--- config.mk ---
export PLATFORM = sky130hd
export DESIGN_NAME = multiport_reg_file
export DESIGN_NICKNAME = d
export VERILOG_FILES = /design/src/rtl/reg_file_pkg.sv /design/src/rtl/rf_read_port.sv /design/src/rtl/multiport_reg_file.sv
export SDC_FILE = /design/constraint.sdc
export NUM_CORES = 1
export LEC_CHECK = 0
export ABC_CLOCK_PERIOD_IN_PS = 1800
export CELL_PAD_IN_SITES_DETAIL_PLACEMENT = 0
export CELL_PAD_IN_SITES_GLOBAL_PLACEMENT = 2
export CORE_MARGIN = 1
export CORE_UTILIZATION = 38
export CTS_BUF_LIST = sky130_fd_sc_hd__clkbuf_4 sky130_fd_sc_hd__clkbuf_8
export CTS_CLUSTER_DIAMETER = 50
export DETAILED_ROUTE_END_ITERATION = 6
export PLACE_DENSITY_LB_ADDON = 0.15
export SETUP_SLACK_MARGIN = 0.2
export SLEW_MARGIN = 15
export SYNTH_ARGS = -nofsm -noshare
export SYNTH_HDL_FRONTEND = slang
export SYNTH_SLANG_ARGS = --single-unit
--- constraint.sdc ---
create_clock -name clk -period 1.8 [get_ports clk]
set_clock_uncertainty 0.15 [all_clocks]
set_input_delay 0.45 -clock clk [delete_from_list [all_inputs] [get_ports clk]]
set_output_delay 0.45 -clock clk [all_outputs]
set_load 0.05 [all_outputs]
--- src/rtl/reg_file_pkg.sv ---
// Shared types and limits for the multi-port register file.
package reg_file_pkg;

  typedef enum logic {RF_IDLE, RF_CLEAR} rf_state_t;

  localparam int RF_MAX_RD_PORTS = 4;

endpackage

--- src/rtl/rf_read_port.sv ---
// One synchronous read port: range check, zero-register masking and write-first bypass.
module rf_read_port #(
  parameter int D_WIDTH  = 16,
  parameter int A_WIDTH  = 4,
  parameter int REG_NO   = 16,
  parameter int ZERO_REG = 0
) (
  input  logic               clk,
  input  logic               rstn,
  input  logic               re,
  input  logic [A_WIDTH-1:0] raddr,
  input  logic               wr_ok,
  input  logic [A_WIDTH-1:0] waddr,
  input  logic [D_WIDTH-1:0] wdin,
  input  logic [D_WIDTH-1:0] stored,
  output logic [D_WIDTH-1:0] rdout,
  output logic               rvalid
);

  logic in_range;
  logic zero_hit;
  logic bypass;

  assign in_range = int'(raddr) < REG_NO;
  assign zero_hit = (ZERO_REG != 0) && (raddr == '0);
  // wr_ok already excludes out-of-range and zero-register writes, so no bypass for those
  assign bypass   = wr_ok && (waddr == raddr);

  always_ff @(posedge clk or negedge rstn) begin
    if (!rstn) begin
      rdout  <= '0;
      rvalid <= 1'b0;
    end else begin
      rvalid <= re;
      if (re) begin
        if (!in_range || zero_hit) rdout <= '0;
        else if (bypass)           rdout <= wdin;
        else                       rdout <= stored;
      end
    end
  end

endmodule

--- src/rtl/multiport_reg_file.sv ---
// Register file with one write port, RD_PORTS read ports and a sequential clear engine.
//   state    | meaning
//   RF_IDLE  | normal operation, reads and writes serviced
//   RF_CLEAR | zeroing reg[cnt] each cycle, reads and writes blocked
module multiport_reg_file
  import reg_file_pkg::*;
#(
  parameter int D_WIDTH  = 16,
  parameter int REG_NO   = 16,
  parameter int A_WIDTH  = 4,
  parameter int RD_PORTS = 2,
  parameter int ZERO_REG = 0
) (
  input  logic                        clk,
  input  logic                        rstn,
  input  logic                        clr_req,
  output logic                        busy,
  input  logic                        we,
  input  logic [A_WIDTH-1:0]          waddr,
  input  logic [D_WIDTH-1:0]          wdin,
  input  logic [RD_PORTS-1:0]         re,
  input  logic [RD_PORTS*A_WIDTH-1:0] raddr,
  output logic [RD_PORTS*D_WIDTH-1:0] rdout,
  output logic [RD_PORTS-1:0]         rvalid
);

  if (RD_PORTS < 1 || RD_PORTS > RF_MAX_RD_PORTS) begin : g_bad_ports
    $error("RD_PORTS out of range");
  end

  rf_state_t          state, state_nxt;
  logic [A_WIDTH-1:0] cnt, cnt_nxt;
  logic [D_WIDTH-1:0] regs [REG_NO];
  logic               idle;
  logic               wr_ok;

  assign idle  = (state == RF_IDLE);
  assign busy  = ~idle;
  assign wr_ok = we && idle && (int'(waddr) < REG_NO) && !((ZERO_REG != 0) && (waddr == '0));

  always_ff @(posedge clk or negedge rstn) begin
    if (!rstn) begin
      state <= RF_IDLE;
      cnt   <= '0;
    end else begin
      state <= state_nxt;
      cnt   <= cnt_nxt;
    end
  end

  always_comb begin
    state_nxt = state;
    cnt_nxt   = cnt;
    case (state)
      RF_IDLE: begin
        if (clr_req) begin
          state_nxt = RF_CLEAR;
          cnt_nxt   = '0;
        end
      end
      RF_CLEAR: begin
        // terminal compare before increment keeps REG_NO == 2**A_WIDTH from wrapping
        if (cnt == A_WIDTH'(REG_NO - 1)) begin
          state_nxt = RF_IDLE;
          cnt_nxt   = '0;
        end else begin
          cnt_nxt = cnt + 1'b1;
        end
      end
      default: state_nxt = RF_IDLE;
    endcase
  end

  always_ff @(posedge clk or negedge rstn) begin
    if (!rstn) begin
      for (int r = 0; r < REG_NO; r++) regs[r] <= '0;
    end else begin
      for (int r = 0; r < REG_NO; r++) begin
        if (!idle && (cnt == A_WIDTH'(r)))          regs[r] <= '0;
        else if (wr_ok && (waddr == A_WIDTH'(r)))   regs[r] <= wdin;
      end
    end
  end

  for (genvar p = 0; p < RD_PORTS; p++) begin : g_rd
    logic [A_WIDTH-1:0] ra;
    logic [D_WIDTH-1:0] stored;

    assign ra = raddr[p*A_WIDTH +: A_WIDTH];

    always_comb begin
      stored = '0;
      for (int r = 0; r < REG_NO; r++) begin
        if (ra == A_WIDTH'(r)) stored = regs[r];
      end
    end

    rf_read_port #(
      .D_WIDTH (D_WIDTH),
      .A_WIDTH (A_WIDTH),
      .REG_NO  (REG_NO),
      .ZERO_REG(ZERO_REG)
    ) u_port (
      .clk   (clk),
      .rstn  (rstn),
      .re    (re[p] & idle),
      .raddr (ra),
      .wr_ok (wr_ok),
      .waddr (waddr),
      .wdin  (wdin),
      .stored(stored),
      .rdout (rdout[p*D_WIDTH +: D_WIDTH]),
      .rvalid(rvalid[p])
    );
  end

endmodule
==> flow_summary.toml, run 1 <==
[placed_design]
place.port_buffers = 68
place_congestion = 0.9818
dp_cells = 2459
dp_hpwl_um = 54650
pre_cts_ws_ns = -0.9637

[timing]
slew_headroom_pct = 44.84
fmax_mhz = 459.8
setup-tns-final_ns = -62.90
post-route-period-util_pct = 120.8
worst_slack_ns = -0.3750
holdWs_ns = 0.1115
finalSetupViolCount = 323
slew_violations = 0
rsz0062_at_grt = "true"
period_needed_ns = 2.175
worst_pin_slew_ns = 0.8211
hold_viol = 0

[cts]
cts_tree = "yes"
root_buffer = "clkbuf_8"
cts_num_sinks = 295
clk_pin_slew_ns = 0.06
worstSkewPairLatency_ns = 0.68
cts_buffers = 54
htree_levels = 2
cts_max_path_buffers = 3

[synth]
ys_seq_elements = 295
ys_top_cells_by_count = "295 x dfrtp_1, 260 x a22o_1, 116 x a21oi_1"
synthTopCellsByArea = "dfrtp_1 45%, a22o_1 14%, mux4_2 5.9%, mux2i_1 3.7%, a21oi_1 3.5%"
synth_top_area_share_pct = 44.98
synth_ff_type = "dfrtp_1"
syn_area_um2 = 16410
ys_warn_count = 0
yosysSeqAreaShare_pct = 44.98
yosysMostFrequentCell = "dfrtp_1"
syn_nets = 1591
ys_types = 72
syn_inst = 1553
synth_area_per_cell_um2 = 10.57
yosys.area.top_type = "dfrtp_1"
async_flop_share_pct = 100.0
synth-edff-count = 0

[setup_path]
r2r_start = "regs[246]$_DFFE_PN0P_"
critPathRequiredTime_ns = 2.18
startpoint_type = "flop"
cp-end-kind = "flop"
rr_worst_depth = 6
crit_path_start = "regs[246]$_DFFE_PN0P_"
arrival_ns = 2.56
r2r_slack_ns = -0.38
crit_end = "g_rd[1].u_port.rdout[6]$_DFFE_PN0P_"
cp_max_fo = 2
crit_type = "flop to flop"
reg2reg_to = "g_rd[1].u_port.rdout[6]$_DFFE_PN0P_"

[global_routing]
grt_pass1_wl_um = 117100
track_usage_pct = 36.45
grt_pass1_vias = 16750
grt_max_degree = 60
overflow = 0
antenna_found_initial = 1

[die]
die_y_um = 209.8
initial_core_util_pct = 38.86
dieArea_um2 = 44020
row_count = 75
die_width_um = 209.8
core-area_um2 = 42230
ios = 69

[final_layout]
multi_input_area_um2 = 9081
area_delta_synth_final_pct = 50.85
fin_cells = 2638
nets = 2096
layout-drive-gt1-share_pct = 43.04
num-fill-cells = 3567
area.sequential_um2 = 7390

[route]
drtIter0Drc = 1768
vias_per_cell = 6.346
drc = 0
avgRoutedWirePerCell_um = 30.10
drtAntennaViolNets = 0
drt-total-wl_um = 79410
drt_first_pass_iters = 7
via_count = 16740

[outcome]
violations = "negative setup slack"
outcome = "complete, but fails checks"

[run]
maxCapViolCount = 0

[power_and_ir_drop]
peakVddDrop_uv = 550.2
powerDensity_nw_per_um2 = 1100
power.total_uw = 27230
p_leak_uw = 0.01137

[hold_path]
hp-class = "input port to asynchronous set/reset pin"
-- cell type report --
type | instances | area share [%]
multi-input combinational | 1078 | 36.68
sequential | 295 | 29.85
timing repair buffer | 614 | 25.87
clock buffer | 87 | 4.433
tap | 539 | 2.724
inverter | 15 | 0.2274
clock inverter | 9 | 0.2022
antenna | 1 | 0.01011
-- flip-flops by register name, indices dropped and copies added (netlist names) --
name	flops
regs	256
g_rd.u_port.rdout	32
cnt	4
g_rd.u_port.rvalid	2
busy	1
-- per-stage QoR --
| step | cell area (µm²) | util [%] |
|---|---|---|
| after detailed placement | 21700 | 51.39 |
| after CTS | 24430 | 57.84 |
| final | 24760 | 58.62 |
| after floorplan | 17020 | - |
| after global placement | 21700 | 51.39 |
| after global routing | 24760 | 58.62 |
-- critical path, cell delays in order, from the launching register on --
cell and delay (ns):
dfrtp_1 0.37, mux2_4 0.26, a32o_2 0.23, a311oi_2 0.27, a221oi_2 0.08, or3_4 0.37
a221o_1 0.30
-- placed cells by master (no fill, tap or decap), drive strengths merged, types with 9 or more instances in the layout --
cell type | synthesis | layout
mux4 | 43 | 43
nor3 | 36 | 36
o21ai | 86 | 86
o221ai | 22 | 22
a22o | 260 | 260
mux2i | 60 | 60
a31oi | 15 | 16
buf | 86 | 579
nor2b | 25 | 25
a221oi | 17 | 17
mux2 | 20 | 20
a211oi | 16 | 16
a21oi | 119 | 119
nor2 | 90 | 90
o22ai | 30 | 30
or3 | 9 | 9
nand2 | 83 | 83
and3 | 16 | 16
dfrtp | 295 | 295
clkdlybuf4s50 | 0 | 24
clkbuf | 80 | 96
inv | 14 | 14
nand3 | 21 | 21
nand2b | 14 | 14
-- report_power, final --
part | switching, µW | internal, µW | total [µW]
logic | 5650 | 5500 | 11200
clock network | 3120 | 3830 | 6950
registers | 1230 | 7900 | 9130
total | 10000 | 17200 | 27200
-- what timing repair did --
action                                  in CTS  in global routing
endpoints found under the setup margin     323                324
cloned                                      13                  1
hold endpoints to repair                   295                  0
pin swaps                                   45                 26
hold buffers                                 1                  0
gates resized for setup                    192                 55
buffers inserted                            54                 13
-- logic make-up (layout without fill, tap and decap cells) --
family | after synthesis | after routing | synth area share, %
AOI/OAI and AO/OA | 626 | 627 | 28.47
muxes | 123 | 123 | 10.93
xor gates and xnor gates | 9 | 9 | 0.4804
and+or+nand+nor | 315 | 315 | 9.614
DFF | 295 | 295 | 44.98
other | 0 | 1 | 0
buffers and inverters | 181 | 725 | 5.215
adders and majority gates | 4 | 4 | 0.3050
-- per-layer routing --
layer | wire length [µm] | track usage [%] | vias to the layer above
met5 | 0 | 0 | -
met4 | 3311 | 15.55 | 0
met3 | 7311 | 7.796 | 179
met2 | 35150 | 54.82 | 989
met1 | 33630 | 50.69 | 8520
li1 | - | - | 7054
-- how the worst min path moves through the flow --
stage / from / end / slack (ns) / cells past startpoint
5_1_grt: rstn / regs[23]$_DFFE_PN0P_ / 0.11 / 2
3_5_place_dp: rstn / regs[59]$_DFFE_PN0P_ / 0.20 / 1
3_3_place_gp: rstn / regs[59]$_DFFE_PN0P_ / 0.20 / 1
4_1_cts: rstn / g_rd[1].u_port.rdout[7]$_DFFE_PN0P_ / 0.08 / 2
6_report: rstn / g_rd[1].u_port.rdout[7]$_DFFE_PN0P_ / 0.11 / 2
2_1_floorplan: rstn / busy$_DFF_PN0_ / 0.004 / 0
No activity file was read; power rests on OpenSTA's default activity.
==> run 2, diff against run 1 <==
- ABC_CLOCK_PERIOD_IN_PS: 1800 -> 2100
- CORE_UTILIZATION: 38 -> 42
- clock period: 1.8 -> 2.1 ns (I/O delays scaled with it)
==> run 2 against run 1 <==
The run still ends with negative setup slack left. Critical path depth unchanged. Die area decreased by 9.4%. Non-clock buffer count decreased by 131. Total power decreased by 18%. First-iteration DRC count increased by 4.4%. Final cell count decreased by 5.8%. Via count decreased by 3.1%. Wire length decreased by 4.8%. Critical path type unchanged. Largest cell class unchanged.
==> flow_summary.toml, run 2 (synthesized netlist as in run 1, its figures left out) <==
[outcome]
outcome = "complete, but fails checks"
violations = "negative setup slack"

[setup_path]
cp_max_fo = 2
cp-end-kind = "flop"
critPathRequiredTime_ns = 2.50
path_buf_inv = 0
worstPathCellList = "mux2_4 -> a32o_2 -> a311oi_2 -> a221oi_2 -> or3_4 -> a221o_1"
crit_type = "flop to flop"
startpoint_type = "flop"
crit_family = "compound AO/OA/AOI/OAI gates"
arrival_ns = 2.52
slowest_delay_ns = 0.38
cp_slowest_cell = "dfrtp_1"

[die]
initial_core_util_pct = 42.56
die_y_um = 199.7
row_count = 72
die_width_um = 199.7
dieArea_um2 = 39870
core-area_um2 = 38560
ios = 69

[route]
drtAntennaViolNets = 0
vias_per_cell = 6.533
avgRoutedWirePerCell_um = 30.43
via_count = 16230
drtIter0Drc = 1845
drt-total-wl_um = 75580
drt_first_pass_iters = 6
drc = 0

[final_layout]
area_delta_synth_final_pct = 41.51
mostFrequentLayoutCells = "312 x buf_4, 292 x dfrtp_1, 260 x a22o_1"
layout-drive-gt1-share_pct = 38.96
largest_reg_flops = 256
nets = 1964
num-fill-cells = 3284
regMostFlops = "regs"
n_antenna_cell = 0
final_common_cell = "buf_4"
fin_cells = 2484
final_core_util_pct = 60.23
final_area_um2 = 23220
top_regs = "regs: 256 flops, g_rd.u_port.rdout: 32 flops, cnt: 4 flops"

[timing]
finalSetupViolCount = 1
fmax_mhz = 471.4
hold_viol = 0
worst_pin_slew_ns = 0.6929
rsz0062_at_grt = "true"
period_needed_ns = 2.121
post-route-period-util_pct = 101.0
slew_headroom_pct = 53.49
holdWs_ns = 0.2398
worst_slack_ns = -0.02114
slew_violations = 0

[cts]
cts_num_sinks = 295
htree_levels = 2
cts_buffers = 54
clk_pin_slew_ns = 0.06
worstSkewPairLatency_ns = 0.67
cts_max_path_buffers = 3
cts_tree = "yes"
root_buffer = "clkbuf_8"

[global_routing]
grt_pass1_vias = 15520
overflow = 0
track_usage_pct = 37.75
grt_max_degree = 48
antenna_found_initial = 0
grt_pass1_wl_um = 108700

[power_and_ir_drop]
p_leak_uw = 0.01055
peakVddDrop_uv = 532.2
powerDensity_nw_per_um2 = 963.9
power.total_uw = 22380

[placed_design]
place.port_buffers = 68
placed_area_um2 = 20280
dp_cells = 2306
dp_hpwl_um = 52060
place_congestion = 0.9438

[hold_path]
hp-class = "input port to asynchronous set/reset pin"

[run]
maxCapViolCount = 0
run 2: worst paths after layout:
kind                                                 startpoint                                   end  slack (ns)  cells after the start
min in group clk           g_rd[0].u_port.rdout[15]$_DFFE_PN0P_  g_rd[0].u_port.rdout[15]$_DFFE_PN0P_        0.36                      2
hold / removal                                             rstn                  regs[27]$_DFFE_PN0P_        0.24                      2
setup reg to reg                          regs[246]$_DFFE_PN0P_   g_rd[1].u_port.rdout[6]$_DFFE_PN0P_       -0.02                      6
max in group asynchronous                                  rstn                  regs[67]$_DFFE_PN0P_        0.86                      3
setup / recovery                          regs[246]$_DFFE_PN0P_   g_rd[1].u_port.rdout[6]$_DFFE_PN0P_       -0.02                      6
hold reg to reg            g_rd[0].u_port.rdout[15]$_DFFE_PN0P_  g_rd[0].u_port.rdout[15]$_DFFE_PN0P_        0.36                      2
run 2: report_power, final:
group          internal (µW)  switching (µW)  total [µW]
logic                   3600            4410        8010
clock network           3790            2670        6460
registers               6760            1150        7910
run 2: stage by stage:
stage	setup WS, ns	TNS, ns
floorplan	-0.03465	-0.1030
global placement	-0.6216	-98.31
detailed placement	-0.6331	-102.65
CTS	-0.03156	-0.03156
global route	-0.09112	-0.09112
finish	-0.02114	-0.02114
run 2: cell type report:
cell class / count / area, µm² / area share, %
repair buffers: 483 / 4951 / 21.32
clock buffers: 85 / 1095 / 4.714
well taps: 518 / 648.1 / 2.791
multi-input cells: 1077 / 8912 / 38.38
clock inverters: 11 / 163.9 / 0.7058
flip-flops and latches: 295 / 7386 / 31.80
inverters: 15 / 66.31 / 0.2856
run 2: metal layers:
layer	track usage, %	part of all wire [%]
met1	53.74	41
met2	55.49	44
met5	0	0
met4	15.89	4.5
met3	7.747	10
run 2: worst register-to-register path, cell delays in order, from the launching register on:
cell      delay [ns]
dfrtp_1         0.38
mux2_4          0.27
a32o_2          0.23
a311oi_2        0.26
a221oi_2        0.07
or3_4           0.37
a221o_1         0.30
run 2: timing repair:
| item | CTS | global route |
|---|---|---|
| hold buffers | 1 | 0 |
| resized for setup | 142 | 77 |
| gates cloned | 6 | 4 |
| endpoints found under the setup margin | 103 | 289 |
| pin swaps | 112 | 69 |
| buffers inserted | 42 | 29 |
| endpoints found under the hold margin | 38 | 0 |
==> patch 1 (settings of run 2) <==
`ZERO_REG` is set to 0 in 2 places; all go to 1.
--- a/src/rtl/rf_read_port.sv
+++ b/src/rtl/rf_read_port.sv
@@ -5,3 +5,3 @@
   parameter int REG_NO   = 16,
-  parameter int ZERO_REG = 0
+  parameter int ZERO_REG = 1
 ) (
--- a/src/rtl/multiport_reg_file.sv
+++ b/src/rtl/multiport_reg_file.sv
@@ -11,3 +11,3 @@
   parameter int RD_PORTS = 2,
-  parameter int ZERO_REG = 0
+  parameter int ZERO_REG = 1
 ) (
Function: changed (a bounded check fails within 4 cycles, from zero or initial values and one cycle with rstn low).
==> patch 1 against run 2 <==
The run still ends with negative setup slack left. Power decreased by 6.7%. Worst setup slack lost 0.10 ns. Combinational power is 11% lower. Clock power fell by 3.9%. Routed wire length grew 29%. Sequential cell count decreased by 16. Area after synthesis is 4.2% higher. Design area grew 13%. Critical path type unchanged. Critical endpoint is now g_rd[1].u_port.rdout[14]$_DFFE_PN0P_. Largest cell class unchanged. Largest power group is now registers.
==> patch 1: results (changes against run 2) <==
* Multi-input gate count at 1471 (was 1077)
* Worst EP arrival at 2.62 ns (was 2.52 ns)
* Largest net degree at the start of global routing at 62 (was 48)
* Initial DRC count at 2681 (was 1845)
* Worst setup path start: busy$_DFF_PN0_ (was regs[246]$_DFFE_PN0P_)
* Seq area share at 26.7% (was 31.8%)
* Netlist cell types at 92 (was 72)
* Violations in the final reports: negative setup slack (unchanged)
* CP Max Fanout at 5 (was 2)
* Status: finished, violations left (unchanged)
* Placed cell count at 2810 (was 2306)
* Met3 wire len at 12200 um (was 7820 um)
* Met2 GRT Util at 65.6% (was 55.5%)
* Die ar. at 41500 um^2 (was 39900 um^2)
* Initial antenna violation count at 1 (was 0)
* Number of global-route vias before repair at 18407 (was 15522)
* XOR/XNOR Fraction of Synth Area at 0.461% (was 0.480%)
* Area post-placement at 21500 um^2 (was 20300 um^2)
* Layout cells sized above 1 at 45.7% (was 39.0%)
* Final worst slack at -0.122 ns (was -0.0211 ns)
* Register area at 6990 um^2 (was 7390 um^2)
* Final Wtd Congestion at 1.07 (was 0.944)
* Fraction of area in multi-input gates at 43.3% (was 38.4%)
* Final setup fails at 120 (was 1)
* Global-route wire length before repair at 135000 um (was 109000 um)
-- patch 1: changes by cell type in the layout (fill, tap and decap cells not counted), moves of 20 or more --
cell and change:
a21oi_2 +115, a22o_1 -249, a22oi_1 +20, buf_4 +98, mux2_2 +27, mux2i_1 +51
mux4_2 -33, nand2_1 +98, nand2_2 +26, nand2_4 +68, nand3_1 +45, nand3_2 +36
nand3_4 +24, nor2_1 +87
-- patch 1: timing repair --
action	4_1_cts	5_1_grt
gates cloned	14	4
hold endpoints to repair	205	0
resized for setup	326	274
hold buffers	1	0
setup buffers	27	30
setup endpoints to repair	307	306
pin swaps	123	122
-- patch 1: power groups by stage --
| stage | sequential (mW) | combinational, mW | clock, mW |
|---|---|---|---|
| floorplan | 7.48 | 2.63 | 0 |
| global placement | 7.43 | 5.90 | 0 |
| detailed placement | 7.44 | 5.96 | 0 |
| CTS | 7.38 | 6.40 | 6.25 |
| global route | 7.55 | 7.43 | 6.48 |
| finish | 7.55 | 7.13 | 6.21 |
==> patch 2 (flow settings as in run 2) <==
Without the edit above. Register the input `wdin` before use, with the module's reset. The logic sees it one clock later. The other inputs are not delayed to match.
--- a/src/rtl/multiport_reg_file.sv
+++ b/src/rtl/multiport_reg_file.sv
@@ -25,2 +25,12 @@
 );
+
+  logic [D_WIDTH-1:0] wdin_q;
+
+  always_ff @(posedge clk or negedge rstn) begin
+    if (!rstn) begin
+      wdin_q <= '0;
+    end else begin
+      wdin_q <= wdin;
+    end
+  end
 
@@ -79,3 +89,3 @@
         if (!idle && (cnt == A_WIDTH'(r)))          regs[r] <= '0;
-        else if (wr_ok && (waddr == A_WIDTH'(r)))   regs[r] <= wdin;
+        else if (wr_ok && (waddr == A_WIDTH'(r)))   regs[r] <= wdin_q;
       end
@@ -109,3 +119,3 @@
       .waddr (waddr),
-      .wdin  (wdin),
+      .wdin  (wdin_q),
       .stored(stored),
Formal check against the unedited RTL: not equivalent (a bounded check fails within 4 cycles, from zero or initial values and one cycle with rstn low).
==> patch 2 against run 2 <==
The run still ends with negative setup slack left. Critical path depth is 1 higher. Sequential cell count is 16 higher. Power is 4.0% higher. First-iteration DRC count decreased by 5.1%. Die area up 1.8%. Core utilization rose by 0.97 points. Routed wire length is 3.6% lower. Worst setup slack got worse by 0.038 ns. Area after synthesis up 1.9%. Non-clock buffer count is 5 lower. Design area increased by 2.6%. Synthesized cell count increased by 1.5%.
==> patch 2: results (changes against run 2) <==
* Synth cell count leaders: dfrtp_1, a22o_1, o21ai_0 (was dfrtp_1, a22o_1, a21oi_1)
* Cts repair resizes at 143 (was 142)
* Area post-placement at 20600 um^2 (was 20300 um^2)
* Syn_nets at 1614 (was 1591)
* Gr usage total at 35.5% (was 37.8%)
* Syn Area/Cell at 10.6 um^2 (about the same)
* DR WL/cell at 29.0 um (was 30.4 um)
* Syn. warnings at 0 (unchanged)
* Violations in the final reports: negative setup slack (unchanged)
* Global-route wire length before repair at 107000 um (was 109000 um)
* Setup TNS at -0.624 ns (was -0.0211 ns)
* Final setup fails at 17 (was 1)
* Initial DRC count at 1750 (was 1845)
* Compound-gate portion of the synthesized area at 28.3% (was 28.5%)
* Largest net degree at the start of global routing at 66 (was 48)
* CP peak stage delay at 0.45 ns (was 0.38 ns)
* Dominant cells by area after synthesis: dfrtp_1, a22o_1, mux4_2 (unchanged)
* Routed via count at 16059 (was 16227)
* DR vias/cell at 6.39 (was 6.53)
* XOR/XNOR Fraction of Synth Area at 0.472% (was 0.480%)
* Status: finished, violations left (unchanged)
* Delay-heaviest family, CP: simple AND/OR/NAND/NOR gates (was compound AO/OA/AOI/OAI gates)
* Hold WC Path Type: input pin to register (was input pin to async pin)
* Placed cell count at 2325 (was 2306)
* Worst-margin pin slew at 0.981 ns (was 0.693 ns)
* Netlist cell types at 69 (was 72)
* Final worst slack at -0.0586 ns (was -0.0211 ns)
* Sequential area share after synthesis at 46.6% (was 45.0%)
* Mux contribution to synthesized area at 10.6% (was 10.9%)
* Critical-path top delay cell: dfrtp_2 (was dfrtp_1)
* First-pass DRT Iterations at 5 (was 6)
* Static leakage at 10.8 nW (was 10.5 nW)
* CP Max Fanout at 8 (was 2)
* Num CTS Buffers at 58 (was 54)
* Biggest regs: regs: 256 flops, g_rd.u_port.rdout: 32 flops, wdin_q: 16 flops (was regs: 256 flops, g_rd.u_port.rdout: 32 flops, cnt: 4 flops)
* # Post-CTS Setup Buffers at 49 (was 42)
* Worst EP arrival at 2.54 ns (was 2.52 ns)
* Adder-cell share of the synthesized area at 0.299% (was 0.305%)
* Final net count at 1989 (was 1964)
* HPWL after detailed placement at 49700 um (was 52100 um)
* FILL cells at 3217 (was 3284)
* Pre-CTS WS at -0.868 ns (was -0.633 ns)
* Layout cells sized above 1 at 39.0% (about the same)
==> patch 2: report_power, final <==
part           total, mW  internal [mW]  leakage, nW  switching (mW)
sequential          8.10           7.03         4.23            1.07
combinational       8.02           3.63         5.81            4.39
clock               7.15           4.34        0.737            2.81
total               23.3           15.0         10.8            8.27
==> patch 2: final cells by class <==
cell class	count	area [um^2]	share of cell area (%)
tap	518	648	2.72
multi-input combinational	1083	9120	38.3
timing repair buffer	478	4780	20.1
sequential	311	7790	32.7
inverter	19	71.3	0.299
clock buffer	89	1110	4.64
clock inverter	17	299	1.26
==> patch 2: layer usage <==
layer	share of wire, %	vias to the layer above	GRT usage (%)	wire (um)
li1	-	6851	-	-
met4	3.6	0	12.1	2640
met1	43	8145	50.6	31000
met3	9.1	181	7.87	6620
met5	0	-	0	0
met2	45	882	53.1	32600
==> patch 2: cells by family (layout without fill, tap and decap cells) <==
group	Yosys count	count (layout)
AOI/OAI and AO/OA	644	645
xor gates and xnor gates	9	9
adders and majority gates	4	4
buffers and inverters	184	603
DFF	311	311
muxes	126	126
and+or+nand+nor	298	299
==> patch 2: worst paths after layout <==
path,startpoint,end,slack (ns),depth (start not counted)
max in group asynchronous,rstn,wdin_q[1]$_DFF_PN0_,0.93,3
min in group asynchronous,rstn,wdin_q[9]$_DFF_PN0_,0.17,2
min,wdin[9],wdin_q[9]$_DFF_PN0_,0.13,1
max,busy$_DFF_PN0_,regs[254]$_DFFE_PN0P_,-0.06,7
min reg2reg,regs[48]$_DFFE_PN0P_,regs[48]$_DFFE_PN0P_,0.35,1
max reg2reg,busy$_DFF_PN0_,regs[254]$_DFFE_PN0P_,-0.06,7
